File: src/rtl/alu_operand_issue.sv
`default_nettype none
// ============================================================================
// Module   : alu_operand_issue
// Purpose  : Issue stage in front of the core ALU. Holds a 2**REG_ADDR_W entry
//            operand register file and accepts one instruction at a time over
//            a valid/ready handshake. At the handshake both source operands and
//            the opcode are registered onto the ALU inputs. The block then
//            waits ALU_LAT cycles and writes alu_out back to the destination.
//            The ALU status word z is captured at the same edge.
// Ports    : clock, reset        - clock, asynchronous active-high reset
//            instr_valid/ready   - instruction handshake
//            instr_op/src1/src2/dst - opcode, source and destination regs
//            wr_en/wr_addr/wr_data  - external register load port
//            rd_addr/rd_data     - combinational debug read port
//            alu_op/in1/in2      - registered ALU inputs
//            alu_out, z          - ALU result and status word
//            z_last              - z captured at the last writeback
//            done                - one-cycle pulse per retired instruction
//            err_op              - sticky illegal-opcode flag (ops 4..7)
//            retired_cnt, busy_cycles - present only with ALU_ISSUE_PERF_EN
// Options  : `define ALU_ISSUE_PERF_EN adds the retired-instruction counter,
//            which wraps, and the saturating busy-cycle counter.
// Revision : 1.0 - initial release
// ============================================================================
module alu_operand_issue #(
    parameter int DATA_W     = 16,
    parameter int REG_ADDR_W = 4,
    parameter int ALU_LAT    = 1     // legal range 1..7
) (
    input  logic                  clock,
    input  logic                  reset,
    input  logic                  instr_valid,
    output logic                  instr_ready,
    input  logic [2:0]            instr_op,
    input  logic [REG_ADDR_W-1:0] instr_src1,
    input  logic [REG_ADDR_W-1:0] instr_src2,
    input  logic [REG_ADDR_W-1:0] instr_dst,
    input  logic                  wr_en,
    input  logic [REG_ADDR_W-1:0] wr_addr,
    input  logic [DATA_W-1:0]     wr_data,
    input  logic [REG_ADDR_W-1:0] rd_addr,
    output logic [DATA_W-1:0]     rd_data,
    output logic [2:0]            alu_op,
    output logic [DATA_W-1:0]     in1,
    output logic [DATA_W-1:0]     in2,
    input  logic [DATA_W-1:0]     alu_out,
    input  logic [DATA_W-1:0]     z,
    output logic [DATA_W-1:0]     z_last,
    output logic                  done,
    output logic                  err_op
`ifdef ALU_ISSUE_PERF_EN
    ,
    output logic [15:0]           retired_cnt,
    output logic [15:0]           busy_cycles
`endif
);

    localparam int         c_NUM_REGS = 2 ** REG_ADDR_W;
    localparam logic [2:0] c_LAT      = 3'(ALU_LAT);

    typedef enum logic [1:0] {
        S_IDLE = 2'd0,
        S_WAIT = 2'd1,
        S_WB   = 2'd2
    } state_t;

    state_t                  r_state;
    logic [2:0]              r_cnt;
    logic [REG_ADDR_W-1:0]   r_dst;
    logic                    r_wb_en;     // latched: op is 1..3, so write back
    logic [DATA_W-1:0]       r_rf [c_NUM_REGS];

    logic                    w_handshake;
    logic                    w_op_legal;

    assign instr_ready = (r_state == S_IDLE) && !reset;
    assign w_handshake = instr_valid && instr_ready;
    assign w_op_legal  = !instr_op[2] && (instr_op != 3'd0);
    assign rd_data     = r_rf[rd_addr];

    always_ff @(posedge clock or posedge reset) begin
        if (reset) begin
            r_state <= S_IDLE;
            r_cnt   <= '0;
            r_dst   <= '0;
            r_wb_en <= 1'b0;
            alu_op  <= '0;
            in1     <= '0;
            in2     <= '0;
            z_last  <= '0;
            done    <= 1'b0;
            err_op  <= 1'b0;
            for (int i = 0; i < c_NUM_REGS; i++) begin
                r_rf[i] <= '0;
            end
        end else begin
            done <= 1'b0;

            // External load first so that a same-cycle writeback below
            // overrides it for the same address.
            if (wr_en) begin
                r_rf[wr_addr] <= wr_data;
            end

            case (r_state)
                S_IDLE: begin
                    if (w_handshake) begin
                        // Operands sampled here; the nonblocking read sees the
                        // pre-write contents even if wr_en targets a source.
                        in1     <= r_rf[instr_src1];
                        in2     <= r_rf[instr_src2];
                        alu_op  <= instr_op;
                        r_dst   <= instr_dst;
                        r_wb_en <= w_op_legal;
                        r_cnt   <= c_LAT;
                        r_state <= S_WAIT;
                        if (instr_op[2]) begin
                            err_op <= 1'b1;
                        end
                    end
                end
                S_WAIT: begin
                    r_cnt <= r_cnt - 3'd1;
                    if (r_cnt == 3'd1) begin
                        r_state <= S_WB;
                    end
                end
                S_WB: begin
                    if (r_wb_en) begin
                        r_rf[r_dst] <= alu_out;
                    end
                    z_last  <= z;
                    done    <= 1'b1;
                    r_state <= S_IDLE;
                end
                default: begin
                    r_state <= S_IDLE;
                end
            endcase
        end
    end

`ifdef ALU_ISSUE_PERF_EN
    always_ff @(posedge clock or posedge reset) begin
        if (reset) begin
            retired_cnt <= '0;
            busy_cycles <= '0;
        end else begin
            if (r_state == S_WB) begin
                retired_cnt <= retired_cnt + 16'd1;
            end
            if ((r_state != S_IDLE) && (busy_cycles != 16'hFFFF)) begin
                busy_cycles <= busy_cycles + 16'd1;
            end
        end
    end
`endif

endmodule
`default_nettype wire
File: config.mk
export PLATFORM = sky130hd
export DESIGN_NAME = alu_operand_issue
export DESIGN_NICKNAME = d
export VERILOG_FILES = /design/src/rtl/alu_operand_issue.sv
export SDC_FILE = /design/constraint.sdc
export NUM_CORES = 1
export LEC_CHECK = 0
export ABC_CLOCK_PERIOD_IN_PS = 11800
export CORE_MARGIN = 2
export CORE_UTILIZATION = 40
export DETAILED_ROUTE_END_ITERATION = 8
export PLACE_DENSITY = 0.61
export SLEW_MARGIN = 20
export SYNTH_ARGS = -nofsm -noshare
export SYNTH_HDL_FRONTEND = slang
export SYNTH_SLANG_ARGS = --single-unit
File: constraint.sdc
create_clock -name clock -period 11.8 [get_ports clock]
set_input_delay 1.18 -clock clock [delete_from_list [all_inputs] [get_ports clock]]
set_output_delay 1.18 -clock clock [all_outputs]
set_load 0.005 [all_outputs]
==> key figures <==
Placed design
  – # port buffers: about 140
  – Post-DP HPWL: about 44000 um
  – Final GP Congestion: roughly 0.86
  – Placed cell area: approximately 22000 sq um

Clock network
  – H-tree levels: 2
  – CTS sink cnt: around 320
  – CTS Buf Count: 38
  – Clock Latency Late Sink: approximately 0.57 ns
  – Clock tree buffer depth: 3
  – Root Driver: clkbuf_16
  – Cells resized by post-CTS repair: 0
  – CTS tree: built
  – Reg clk slew, reported paths: roughly 0.050 ns
  – Post-CTS Setup Bufs: 0
  – # hold bufs at CTS: 0

Yosys
  – Synthesized instance count: about 1800
  – Number of synthesized flops with an enable pin: 0
  – Post-synthesis simple-gate area fraction: between 10% and 20%
  – Post-synth net total: around 1900
  – FF+latch count, synth: about 320
  – Post-Syn Area: a little over 20000 sq um
  – Synth Area in Compound Gates: roughly 6.5%
  – Post-synthesis mux area share: 37.7%
  – Cell variety after synth: 32
  – Post-synth top flop: dfrtp_1
  – Syn_area_per_cell: between 10 and 15 sq um
  – Top cells by area, synth: dfrtp_1 40%, mux4_2 23%, mux2i_1 13%
  – Fraction of registers with async set/reset: 100%
  – Cell taking the most area after synthesis: dfrtp_1
  – Post-synthesis adder-cell area fraction: less than 1%
  – Largest family of logic cells by synthesized area: multiplexers
  – XOR/XNOR Fraction of Synth Area: less than 1%
  – Seq/Total Area, Yosys: approximately two fifths
  – Top cell type's share of synthesized area: around two fifths
  – Ys Warns: 0

Die
  – Starting Density: around 40%
  – Core Footprint: 50000 sq um
  – Ports: 145
  – Die height: between 200 and 250 um
  – Die Area: 52300 sq um
  – Chip width: 229 um
  – Cell Rows: 82

Critical path
  – Startpoint types: input port
  – R2R Setup Slk: 8.83 ns
  – CP max FO: 33
  – CP arrival: roughly 4.0 ns
  – R2R Path End: r_rf[118]$_DFF_PP0_
  – Worst Reg-to-Reg Cells: 6
  – Worst r2r src: r_state[0]$_DFFE_PP0P_
  – WS Path Type: input port to output port
  – CP Capture Type: output port
  – Critical Path RT: ~11 ns

Power and ir drop
  – Max IR drop VDD: between 0.09 and 0.1 mV
  – Leakage power: roughly 9 nW
  – Overall power: 0.00487 W
  – PwrDens: 209 nW/um^2

STA
  – FMAX: 194 MHz
  – RSZ-0062 raised after global routing: false
  – Final clock skew: roughly 0.018 ns
  – Slew Limit Fails: 0
  – Fin Setup TNS: 0 ns
  – Worst slew pin tran: around 1.1 ns
  – Final setup fails: 0
  – Final period util: a little over two fifths
  – Final hold violations: 0
  – Period minus WS final: 5.15 ns
  – Slew headroom: between 20% and 30%

Global routing
  – First-pass GRT wire length: 109000 um
  – Total gr overflow: 0
  – Pin count of the biggest net entering global routing: roughly 180
  – Vias in the first global route: 16000
  – GRT Util Overall: 28.0%
  – Antenna violations before repair: 6

Routing
  – DR vias/cell: slightly above 6
  – DRT Wirelength: around 73000 um
  – Initial drt markers: roughly 1700
  – First-pass DRT Iterations: 7
  – Routed Antenna Nets: 0
  – Wire per inst: approximately 28 um
  – Via count: roughly 16000
  – Residual DRC: 0

Final layout
  – Fin nets: ~2000
  – Layout cells sized above 1: 19.7%
  – Design area: ~23000 sq um
  – Fill cell count: around 4600
  – Area Overhead vs Synth: 15.2%

Worst hold path
  – WHS Endpoint: z_last[0]$_DFFE_PP0P_
  – Hold Crit Depth: 2
  – Worst hold start: z_last[0]$_DFFE_PP0P_
  – Worst Hold Class: flip-flop to flip-flop

Run status
  – Status: finished, final reports clean

Job
  – Max_cap viols: 0
==> critical path: stages <==
cell and delay (ns):
buf_4 0.48, buf_4 0.62, mux4_2 0.59, mux4_2 0.54
clkdlybuf4s50_1 0.48
==> kinds of logic after synthesis <==
family,Yosys count
and+or+nand+nor,555
AOI/OAI and AO/OA,260
buffers and inverters,201
adders and majority gates,2
xor gates and xnor gates,1
muxes,496
DFF,319
==> cells in the final DEF, fill, tap and decap left out, drive strengths merged, types with 5 or more instances in the layout <==
cell type        n
a21oi           97
buf             57
clkbuf          61
clkdlybuf4s50  137
dfrtp          319
mux2            32
mux2i          256
mux4           208
nand2          299
nand2b          10
nand3           67
nand4           35
nor2           111
nor2b            5
nor3             8
o21ai          162
==> power by group <==
| part | internal, W | leakage [nW] | switching, W |
|---|---|---|---|
| registers | 0.00155 | 3.85 | 0.000527 |
| logic | 0.00100 | 4.76 | 0.000635 |
| clock network | 0.000675 | 0.583 | 0.000482 |
| total | 0.00322 | 9.19 | 0.00164 |
==> metrics by stage <==
stage	worst slack (ns)	hold WS (ns)	cells	util (%)
after global routing	6.49	0.498	2567	46.5
after CTS	6.62	0.474	2566	46.5
final	6.65	0.469	2568	46.5
after detailed placement	6.62	0.451	2502	44.1
after global placement	6.67	0.456	2502	44.1
after floorplan	1.79	0.459	1834	-
==> sequential cells by signal (all words and copies together), names as in the netlist <==
name and count:
r_cnt 3, z_last 16, alu_op 3, r_wb_en 1, r_state 2, in1 16, r_rf 256, in2 16
err_op 1, done 1, r_dst 4
==> routing by layer <==
| metal | track usage (%) | routed length [um] | share of wire [%] |
|---|---|---|---|
| met1 | 35.6 | 27200 | 37 |
| met2 | 44.9 | 34600 | 48 |
| met3 | 6.92 | 6980 | 9.6 |
| met4 | 13.3 | 3820 | 5.3 |
| met5 | 0 | 79 | 0.11 |
==> layout make-up <==
| type | instances | area, sq um | area share (%) |
|---|---|---|---|
| diodes | 1 | 2.50 | 0.0108 |
| clock buffers | 61 | 1170 | 5.04 |
| clock inverters | 3 | 15.0 | 0.0646 |
| inverters | 4 | 22.5 | 0.0968 |
| multi-input cells | 1314 | 11400 | 49.0 |
| flip-flops and latches | 319 | 7980 | 34.3 |
| well taps | 672 | 841 | 3.62 |
| repair buffers | 194 | 1820 | 7.84 |
==> cell usage after synthesis, types with 11 or more instances <==
master and n:
dfrtp_1 319, nand2_1 299, mux2i_1 256, mux4_2 208, o21ai_0 162, clkbuf_1 120
nor2_1 100, a21oi_1 97, nand3_1 67, buf_2 55, nand4_1 35, mux2_2 32
buf_4 12, nor2_2 11
==> worst max path at each step <==
stage | start | endpoint | slack (ns) | depth (start not counted)
after floorplan | reset | alu_op[0]$_DFFE_PP0P_ | 1.79 | 1
final | rd_addr[0] | rd_data[4] | 6.65 | 5
after detailed placement | rd_addr[0] | rd_data[7] | 6.62 | 5
after global placement | rd_addr[0] | rd_data[7] | 6.67 | 5
after global routing | rd_addr[0] | rd_data[7] | 6.49 | 5
after CTS | rd_addr[0] | rd_data[7] | 6.62 | 5
(Power assumes the default switching activity.)
